===== src/rtl/logic_seq_pkg.sv =====
// Shared types and defaults for the byte-serial 32-bit logic-op sequencer.
package logic_seq_pkg;

  localparam int unsigned DEF_WIDTH = 32;
  localparam int unsigned DEF_SLICE = 8;

  typedef enum logic [1:0] {
    OP_AND = 2'b00,
    OP_OR  = 2'b01,
    OP_XOR = 2'b10,
    OP_NOR = 2'b11
  } op_e;

  // Code 2'b11 is unused and recovers to S_IDLE.
  typedef enum logic [1:0] {
    S_IDLE = 2'b00,
    S_RUN  = 2'b01,
    S_DONE = 2'b10
  } state_e;

endpackage


===== src/rtl/byte_logic_slice.sv =====
// Shared combinational logic slice: applies AND/OR/XOR/NOR to one operand slice.
module byte_logic_slice
  import logic_seq_pkg::*;
#(
  parameter int unsigned W = DEF_SLICE
) (
  input  op_e          op,
  input  logic [W-1:0] a,
  input  logic [W-1:0] b,
  output logic [W-1:0] y
);

  always_comb begin
    y = '0;
    case (op)
      OP_AND:  y = a & b;
      OP_OR:   y = a | b;
      OP_XOR:  y = a ^ b;
      OP_NOR:  y = ~(a | b);
      default: y = '0;
    endcase
  end

endmodule


===== src/rtl/logic32_seq_ctrl.sv =====
// Byte-serial sequencer for 32-bit bitwise ops; one shared slice over NSLICE cycles.
// Optional zero flag output enabled by defining LOGIC_ZERO_FLAG_EN.
module logic32_seq_ctrl
  import logic_seq_pkg::*;
#(
  parameter int unsigned WIDTH = DEF_WIDTH,
  parameter int unsigned SLICE = DEF_SLICE
) (
  input  logic             clk,
  input  logic             rst_n,
  input  logic             in_valid,
  output logic             in_ready,
  input  logic [1:0]       op,
  input  logic [WIDTH-1:0] a,
  input  logic [WIDTH-1:0] b,
  output logic             out_valid,
  input  logic             out_ready,
  output logic [WIDTH-1:0] result,
  output logic             busy
`ifdef LOGIC_ZERO_FLAG_EN
  ,
  output logic             zero
`endif
);

  localparam int unsigned NSLICE = WIDTH / SLICE;
  localparam int unsigned CNT_W  = (NSLICE > 1) ? $clog2(NSLICE) : 1;
  localparam logic [CNT_W-1:0] CNT_LAST = CNT_W'(NSLICE - 1);

  state_e            state;
  state_e            next_state;
  logic [CNT_W-1:0]  cnt;
  op_e               op_q;
  logic [WIDTH-1:0]  a_q;
  logic [WIDTH-1:0]  b_q;
  logic [SLICE-1:0]  slice_a;
  logic [SLICE-1:0]  slice_b;
  logic [SLICE-1:0]  slice_y;
  logic              accept;
  logic              last;

  assign in_ready = (state == S_IDLE);
  assign accept   = in_valid && in_ready;
  assign last     = (cnt == CNT_LAST);

  // Counter picks which operand slice feeds the shared logic slice.
  assign slice_a = a_q[cnt*SLICE +: SLICE];
  assign slice_b = b_q[cnt*SLICE +: SLICE];

  byte_logic_slice #(
    .W (SLICE)
  ) u_slice (
    .op (op_q),
    .a  (slice_a),
    .b  (slice_b),
    .y  (slice_y)
  );

  // State register; out_valid/busy are flopped decodes of the next state.
  always_ff @(posedge clk or negedge rst_n) begin
    if (!rst_n) begin
      state     <= S_IDLE;
      out_valid <= 1'b0;
      busy      <= 1'b0;
    end else begin
      state     <= next_state;
      out_valid <= (next_state == S_DONE);
      busy      <= (next_state == S_RUN) || (next_state == S_DONE);
    end
  end

  always_comb begin
    next_state = state;
    case (state)
      S_IDLE:  if (accept) next_state = S_RUN;
      S_RUN:   if (last) next_state = S_DONE;
      S_DONE:  if (out_ready) next_state = S_IDLE;
      default: next_state = S_IDLE;
    endcase
  end

  // Operand latch, byte counter and result assembly, LSB slice first.
  always_ff @(posedge clk or negedge rst_n) begin
    if (!rst_n) begin
      cnt    <= '0;
      op_q   <= OP_AND;
      a_q    <= '0;
      b_q    <= '0;
      result <= '0;
    end else if (accept) begin
      cnt  <= '0;
      op_q <= op_e'(op);
      a_q  <= a;
      b_q  <= b;
    end else if (state == S_RUN) begin
      result[cnt*SLICE +: SLICE] <= slice_y;
      cnt <= last ? '0 : cnt + CNT_W'(1);
    end
  end

`ifdef LOGIC_ZERO_FLAG_EN
  logic [WIDTH-1:0] final_result;

  // The last slice is still in flight, so merge it before testing for zero.
  always_comb begin
    final_result = result;
    final_result[cnt*SLICE +: SLICE] = slice_y;
  end

  always_ff @(posedge clk or negedge rst_n) begin
    if (!rst_n) begin
      zero <= 1'b0;
    end else if ((state == S_RUN) && last) begin
      zero <= (final_result == '0);
    end
  end
`endif

endmodule

===== config.mk =====
export PLATFORM = sky130hd
export DESIGN_NAME = logic32_seq_ctrl
export DESIGN_NICKNAME = d
export VERILOG_FILES = /design/src/rtl/logic_seq_pkg.sv /design/src/rtl/byte_logic_slice.sv /design/src/rtl/logic32_seq_ctrl.sv
export SDC_FILE = /design/constraint.sdc
export NUM_CORES = 1
export LEC_CHECK = 0
export CORE_ASPECT_RATIO = 1.1
export CORE_MARGIN = 2
export CORE_UTILIZATION = 40
export DETAILED_ROUTE_END_ITERATION = 12
export HOLD_SLACK_MARGIN = 0.08
export MAX_ROUTING_LAYER = met4
export PLACE_DENSITY = 0.65
export SYNTH_ARGS = -nofsm -noshare
export SYNTH_HDL_FRONTEND = slang
export SYNTH_SLANG_ARGS = --single-unit

===== constraint.sdc =====
create_clock -name clk -period 3.8 [get_ports clk]
set_clock_uncertainty 0.05 [all_clocks]
set_input_delay 0.76 -clock clk [delete_from_list [all_inputs] [get_ports clk]]
set_output_delay 0.76 -clock clk [all_outputs]
set_load 0.02 [all_outputs]

# After elaboration in Yosys (flattened, before gate mapping)
# Cells that the tools add are included.
[word_totals]
reg_bits = 104
latch_bits = 0
ram_bits = 0
rom_bits = 0
in_bits = 70
output_inout_bits = 35
word_cells = 42
memories = 0
[classes]
add_sub_neg = 2
mul = 0
div_mod_pow = 0
magnitude_cmp = 0
n_eq_ne = 8
n_shift = 4
mux = 9
bitwise_logic = 5
reduce_logical = 6
[op_table]
columns = ["operator", "n"]
rows = [
  ["32-bit by 6-bit variable part select with 8-bit output", 2],
  ["5-bit negation with 34-bit output", 1],
  ["8-bit by 34-bit variable shift with 32-bit output, first input constant", 1],
  ["8-bit by 34-bit variable part select with 32-bit output", 1],
  ["32-bit bitwise mux", 1],
  ["8-bit case mux with 4 select lines", 1],
  ["2-bit two-way mux", 6],
  ["2-bit equality test, second input constant", 5],
  ["8-bit bitwise AND", 1],
  ["8-bit inverter", 1],
  ["8-bit bitwise OR", 1],
  ["8-bit XOR", 1],
  ["2-bit by 1-bit equality test with 1-bit output, second input constant", 3],
  ["2-bit case mux with 3 select lines", 1],
  ["2-bit logical NOT", 2],
  ["2-bit by 1-bit adder with 2-bit output, second input constant", 1],
  ["2-bit AND reduction", 1],
  ["2-bit nonzero test", 1],
  ["1-bit logical AND", 1],
  ["1-bit logical OR", 1],
  ["1-bit inverter", 1],
]

# Depth between registers and ports, before layout
# Gate-level depths: netlist (run 1).
[logic_depth]
depth_word = 6
mapped_depth = 8
mapped_depth_nobuf = 7

# Modules after synthesis
# Synthesis (run 1) repeated with hierarchy kept, for this count alone.
[hier_totals]
cells_unflattened = 389
area_unflattened_um2 = 5348.9
[by_module_without_submodules]
columns = ["module", "instances", "cells_per_inst", "area_per_inst_um2", "seq_area_each_um2"]
rows = [
  ["logic32_seq_ctrl", 1, 330, 4822.1, 2602.5],
  ["byte_logic_slice", 1, 59, 526.8, 0.0],
]

# Worst setup path after synthesis (run 1)
# Ideal clock, no wire load.
[synth_timing]
kind = "register to register"
start = "register cnt[0]"
end = "register result[26]"
setup_ps = 133
arrival_ps = 2037
required_ps = 3617
path_slack_ps = 1579
stages_incl_launch_ff = 8
n_path_buf = 1
synth_period_minus_slack_ps = 2221
path_cell_list = "dfrtp_1 > buf_4 > mux4_2 > inv_1 > ha_1 > mux2_2 > a21oi_1 > o21ai_0"
[synth_between]
elab_chain_len = 6
word_cells_on_any_way = 11
cone_classes = "add/sub (1); shift (4); mux (2); bitwise (4)"
[synth_rtl]
columns = ["item", "line", "source"]
rows = [
  ["from (decl)", "logic32_seq_ctrl.sv:32", "logic [CNT_W-1:0] cnt;"],
  ["from (signal assigned)", "logic32_seq_ctrl.sv:97", "cnt <= last ? '0 : cnt + CNT_W'(1);"],
  ["32-bit by 6-bit variable part select with 8-bit output (on tied branches)", "logic32_seq_ctrl.sv:47, logic32_seq_ctrl.sv:48", ""],
  ["8-bit bitwise OR", "byte_logic_slice.sv:17, byte_logic_slice.sv:19", ""],
  ["8-bit inverter", "byte_logic_slice.sv:19", "OP_NOR: y = ~(a | b);"],
  ["8-bit case mux with 4 select lines", "byte_logic_slice.sv:15", "case (op)"],
  ["8-bit by 34-bit variable part select with 32-bit output", "logic32_seq_ctrl.sv:96", "result[cnt*SLICE +: SLICE] <= slice_y;"],
  ["32-bit bitwise mux (*)", "logic32_seq_ctrl.sv:96", ""],
  ["to (signal, indexed assignment)", "logic32_seq_ctrl.sv:96", ""],
  ["to (decl)", "logic32_seq_ctrl.sv:18", "output logic [WIDTH-1:0] result,"],
]
# Every way passes the cells marked *; elsewhere a longest branch is shown, timed or not.
# A chain may end at the register's enable or synchronous reset.

# Final worst setup path (run 1)
[layout_timing]
start = "register cnt[0]"
end = "register result[14]"
# Same word-level chain as after synthesis.

==> results.md, run 1 <==
* Critical Path Source Type: flop
* Via density per instance at approximately 5.0
* FF/Latch Area at roughly 2600 sq um
* Slew Limit Fails at 0
* Top cells by area, synth: dfrtp_1 (52%), mux2_4 (12%), mux4_2 (7.2%)
* R2r setup slk at a little under 1000 ps
* Max Cap Violations at 0
* Initial Util at roughly two fifths
* RSZ-0062 raised after global routing: no
* Vias in the first global route at about 3,400
* Initial antenna violation count at 0
* Syn-to-layout area delta at 29.1%
* CP endpoint: result[14]$_DFFE_PN0P_
* Count leader, synth: dfrtp_1
* Final hold slack at approximately 430 ps
* DP HPWL at about 8 mm
* Syn. warnings at 0
* Worst path slowest cell: dfrtp_1
* Fmax at ~350 MHz
* Largest fanout on the critical path at 8
* HP Class: flop to flop
* Non-Filler Instances at between 600 and 700
* Number of synthesized register bits at 104
* CP Class: flop to flop
* Hold wc startpoint: result[5]$_DFFE_PN0P_
* Total I/O pin count at around 110
* Via count at ~3,200
* Share of flip-flops with an asynchronous set or reset at 100%
* Mapped cell area at around 5000 sq um
* Setup Fix Bufs, Post-CTS at 0
* Run status: completed
* Crit path cell chain: buf_4, mux4_2, inv_1, ha_1, mux2_2, a21oi_1, o21ai_1
* Power per cell area at between 900 and 1000 nW/um^2
* Worst-path clk slew at ~70 ps
* Cells after synthesis at 367
* Net count after synthesis at 460
* Post-CTS sizing at 0
* Worst-skew pair later-pin latency at approximately 340 ps
* GR Overflow Total at 0
* CTS Buffer Depth at 2
* Worst slew pin tran at ~950 ps
* Buffers on Ports at 104
* Drt first pass iters at 4
* Cells after DPL at 612
* Total core area at approximately 12,000 sq um
* Die Span X at ~110 um
* Root Driver: clkbuf_16
* WL final at roughly 11 mm
* Pin count of the biggest net entering global routing at between 60 and 70
* Critical Path RT at approximately 4000 ps
* Post-CTS Hold Fix Bufs at 0
* Final TNS setup at 0 ps
* Top cell type's share of synthesized area at between 50% and 60%
* R2R cell count at 7
* DR iter-0 viols at between 100 and 150
* RD Place Congestion at 0.817
* Fin crit share at around three quarters
* Period minus WS final at about 2800 ps
* RR Startpoint: cnt[0]$_DFFE_PN0P_
* Final core occ at a little over half
* Total leakage power at 2.83 nW
* Die height at approximately 120 um
* Clock sinks at 104
* Final setup viols at 0
* Die area at 13,500 sq um
* Synth Flop Type: dfrtp_1
* Share of post-route cells with drive strength above 1 at about a fifth
* Nets at roughly 560
* Ant. Diodes at 0
* CTS tree: yes
* Row count at 42
* H-tree depth at 3
* Final ANT Viol Nets at 0
* Register area share after synthesis at around 52%
* Final-report hold violation count at 0
* GRT Util Overall at 17.7%
* Crit path DAT at approximately 3000 ps
* Cell taking the most area after synthesis: dfrtp_1
* Fillcell total at about 1,000
* Worst path max stage delay at roughly 650 ps
* CP Capture Type: flop
* Multi-input logic area at between 2000 and 2500 sq um
* Crit path launch: cnt[0]$_DFFE_PN0P_
* CTS buffer count at 9
* WL/cell at 17.2 um
* DRC at 0
* EDFF count, synth at 0
* Max_slew headroom at a little over a third
* Syn Area/Cell at between 10 and 15 sq um
* Post-synth top cells: dfrtp_1 (104), mux2_4 (40), nand2_1 (40)
* Global-route wire length before repair at about 18 mm
* Worst vdd ir at 0.369 mV
* FF-to-FF End: result[14]$_DFFE_PN0P_
* Cell variety after synth at 32
## area by class of cell
cell class	count	share of cell area (%)
Multi-Input combinational cell	226	34.2
Clock inverter	3	1.04
Timing Repair Buffer	108	16.9
Clock buffer	12	3.65
Inverter	20	1.16
Sequential cell	104	40.2
Tap cell	154	2.97
## report_power, final
group | total (mW) | switching [mW] | internal (mW)
combinational | 2.89 | 1.36 | 1.53
clock | 0.969 | 0.394 | 0.575
sequential | 2.10 | 0.448 | 1.65
total | 5.96 | 2.20 | 3.76
## worst min-delay path by stage
stage	to	slack [ps]	cells past startpoint
finish	result[5]$_DFFE_PN0P_	430	2
global route	a_q[26]$_DFFE_PN0P_	450	1
CTS	result[21]$_DFFE_PN0P_	440	2
detailed placement	b_q[0]$_DFFE_PN0P_	420	1
global placement	b_q[5]$_DFFE_PN0P_	410	1
floorplan	a_q[21]$_DFFE_PN0P_	400	1
## placed cells by master, fill, tap and decap left out
master           count
dfrtp_1            104
clkdlybuf4s50_1    103
bufinv_16            2
and2_4               1
or4_1                1
a211oi_1             7
buf_12               2
nand2b_1             2
and2b_1              1
o31ai_1              1
o21ai_2              8
nor2b_1              2
o21ai_1             19
clkinvlp_4           1
nand2_1             40
o21ai_0              7
inv_2                1
mux2_1              23
a21oi_2              2
inv_1               19
mux4_2              16
nor2_1              12
nand3_1              1
clkbuf_1             3
a21oi_1              5
ha_1                23
a22o_1               1
mux2_4              40
mux2_2              10
clkbuf_16            9
buf_4                3
nand4_1              2
o21bai_1             1
o31ai_2              1
## critical path, delay by kind of cell (launching register included)
kind,cells,cell delay [ps]
multiplexers,2,820
adder cells (fa/ha/maj),1,220
buffers and inverters,2,380
flip-flops,1,650
AO/OA/AOI/OAI,2,580
## through the flow
stage | instance area, sq um | worst slack [ps] | power [mW]
floorplan | 5020 | 1580 | 4.09
global placement | 6180 | 945 | 4.93
detailed placement | 6180 | 890 | 5.04
CTS | 6480 | 873 | 6.02
global route | 6480 | 722 | 6.40
finish | 6480 | 967 | 5.96
## flip-flops by register name, summed over array words and instances, names as in the netlist
register and cells:
busy 1, result 32, cnt 2, op_q 2, b_q 32, a_q 32, out_valid 1, state 2
## per-layer routing
| metal | global-route usage [%] | part of all wire [%] | vias up |
|---|---|---|---|
| li1 | - | - | 1498 |
| met1 | 22.9 | 46 | 1568 |
| met2 | 29.1 | 49 | 77 |
| met3 | 3.25 | 3.5 | 11 |
| met4 | 4.45 | 1.4 | 0 |
| met5 | - | 0 | - |
## cells by family (layout without fill, tap and decap cells)
kind of cell	after synthesis	after routing	share of synthesized area [%]
mux	89	89	26.5
compound gates	52	52	6.61
flops	104	104	51.8
fa+ha+maj	23	23	5.73
simple gates	62	62	5.21
buf+inv	37	143	4.06
Note: power is estimated with default switching activity, not from simulation.
==> run 2: changes to the inputs <==
==> constraint.sdc (replaced) <==
create_clock -name clk -period 2.7 [get_ports clk]
set_clock_uncertainty 0.05 [all_clocks]
set_input_delay 0.54 -clock clk [delete_from_list [all_inputs] [get_ports clk]]
set_output_delay 0.54 -clock clk [all_outputs]
set_load 0.02 [all_outputs]
==> run 2 against run 1 <==
  * Fmax rose by 19%
  * Final area rose by 1.2%
  * Critical path depth did not move
  * Global-route usage fell by 0.36 points
  * First-iteration DRC count rose by 16%
  * Clock-buffer cell count fell by 2
  * Setup slack got worse by 640 ps
  * Total power rose by 42%
  * Register-to-register slack got worse by 640 ps
  * Non-clock buffer count rose by 7
  * Sequential share of layout area fell by 0.48 points
  * Critical path type unchanged
==> results.md, run 2 (synthesis results as in run 1) <==
* GR Overflow Total at 0
* Top flop regs: a_q x32, b_q x32, result x32
* Root Driver: clkbuf_16
* CP Capture Type: flop
* Worst slew pin tran at about 780 ps
* Multi-input logic area at approximately 2200 sq um
* Ant. Diodes at 0
* Die Span X at roughly 110 um
* Syn-to-layout area delta at 30.7%
* R2r setup slk at between 300 and 400 ps
* Worst vdd ir at 0.539 mV
* Die height at about 120 um
* Final-report hold violation count at 0
* Buf+Inv Stages, Crit Path at 2
* Design area at between 6000 and 7000 sq um
* Nets at 569
* Global-route wire length before repair at ~18 mm
* Post-CTS sizing at 0
* Final ANT Viol Nets at 0
* R2R cell count at 7
* Critical Path RT at approximately 2900 ps
* HP Class: input port to async pin
* Run status: completed
* Non-Filler Instances at 635
* DP HPWL at between 8 and 9 mm
* Critical Path Source Type: flop
* Period minus WS final at roughly 2400 ps
* DR iter-0 viols at 151
* H-tree depth at 3
* Initial antenna violation count at 0
* RD Place Congestion at approximately 0.79
* Cell Area, Placed at roughly 6300 sq um
* Post-CTS Hold Fix Bufs at 0
* CTS Buffer Depth at 2
* FF/Latch Area at between 2000 and 3000 sq um
* CP Class: flop to flop
* Largest fanout on the critical path at 14
* Share of post-route cells with drive strength above 1 at 22.2%
* Fmax at about 420 MHz
* Drt first pass iters at 5
* Final core occ at a little over half
* Crit path cell chain: buf_12, mux4_2, inv_1, ha_1, mux2_1, a21oi_2, o21ai_1
* Slew Limit Fails at 0
* Via count at 3,223
* CTS buffer count at 9
* Worst path slowest cell: mux4_2
* Worst-path clk slew at about 70 ps
* RSZ-0062 raised after global routing: no
* Total power at 8.48 mW
* Max Cap Violations at 0
* CTS tree: yes
* GRT Util Overall at about 17%
* Buffers on Ports at ~100
* Fin crit share at just under 90%
* WL final at approximately 11 mm
* Setup Fix Bufs, Post-CTS at 0
* Crit path DAT at 2550 ps
* Fillcell total at approximately 1,000
* Total leakage power at between 2 and 3 nW
* Vias in the first global route at between 3,000 and 4,000
* Die area at roughly 13,000 sq um
* Worst path max stage delay at between 500 and 600 ps
* DRC at 0
* Critical Path Stages at 7
* Commonest non-fill, non-tap cell in the layout: dfrtp_1
* WL/cell at between 15 and 20 um
* Row count at between 40 and 50
* Max_slew headroom at 47.7%
* Power per cell area at 1290 nW/um^2
* Final setup viols at 0
* Final TNS setup at 0 ps
* Worst-skew pair later-pin latency at about 350 ps
* Total core area at 12,100 sq um
* Pin count of the biggest net entering global routing at 58
* Via density per instance at just over 5
* Total I/O pin count at 105
* Top delay family on crit path: multiplexers
* Initial Util at 41.4%
* Clock sinks at between 100 and 150
* Cells after DPL at about 620
* Commonest non-fill, non-tap cells in the layout: dfrtp_1 (104), clkdlybuf4s50_1 (103), nand2_1 (40), mux2_4 (40)
run 2: changes by cell type in the layout (fill, tap and decap cells not counted), sizes merged:
cell and delta:
buf +7, clkbuf -2, clkinvlp +2, bufinv -1, clkinv +1, inv +1
run 2: layer usage:
layer / vias to the layer above / wire length (um) / GRT usage, % / part of all wire (%)
met5: - / 0 / - / 0
li1: 1511 / - / - / -
met1: 1611 / 4900 / 22.1 / 46
met2: 85 / 5190 / 28.4 / 49
met3: 16 / 394 / 2.65 / 3.7
met4: 0 / 158 / 6.25 / 1.5
run 2: through the flow:
stage	setup WS, ps	hold slack, ps
6_report	328	187
5_1_grt	203	243
4_1_cts	300	221
3_5_place_dp	328	424
3_3_place_gp	372	413
2_1_floorplan	479	194
run 2: where the power goes:
group,total [mW],internal [mW],switching [mW],leakage [nW]
logic,4.28,2.27,2.01,1.43
clock network,1.32,0.745,0.576,0.141
registers,2.89,2.33,0.561,1.29
run 2: worst register-to-register path: cells and delay by family, from the launching register on:
family	cells	cell delay, ps
adders and majority gates	1	220
DFF	1	400
muxes	2	870
buffers and inverters	2	270
AOI/OAI and AO/OA	2	430
run 2: path summary, 6_finish.rpt:
kind                                     from                     to
max reg2reg                cnt[0]$_DFFE_PN0P_  result[3]$_DFFE_PN0P_
max                        cnt[0]$_DFFE_PN0P_  result[3]$_DFFE_PN0P_
min                                     rst_n     a_q[3]$_DFFE_PN0P_
max in group asynchronous               rst_n    a_q[30]$_DFFE_PN0P_
min reg2reg                b_q[8]$_DFFE_PN0P_     b_q[8]$_DFFE_PN0P_
min in group clk           b_q[8]$_DFFE_PN0P_     b_q[8]$_DFFE_PN0P_
run 2: cell type report:
class,count,share of cell area [%]
Clock inverter,6,1.01
Multi-Input combinational cell,226,33.7
Sequential cell,104,39.7
Clock buffer,10,3.64
Inverter,20,1.14
Timing Repair Buffer,115,17.9
Tap cell,154,2.94
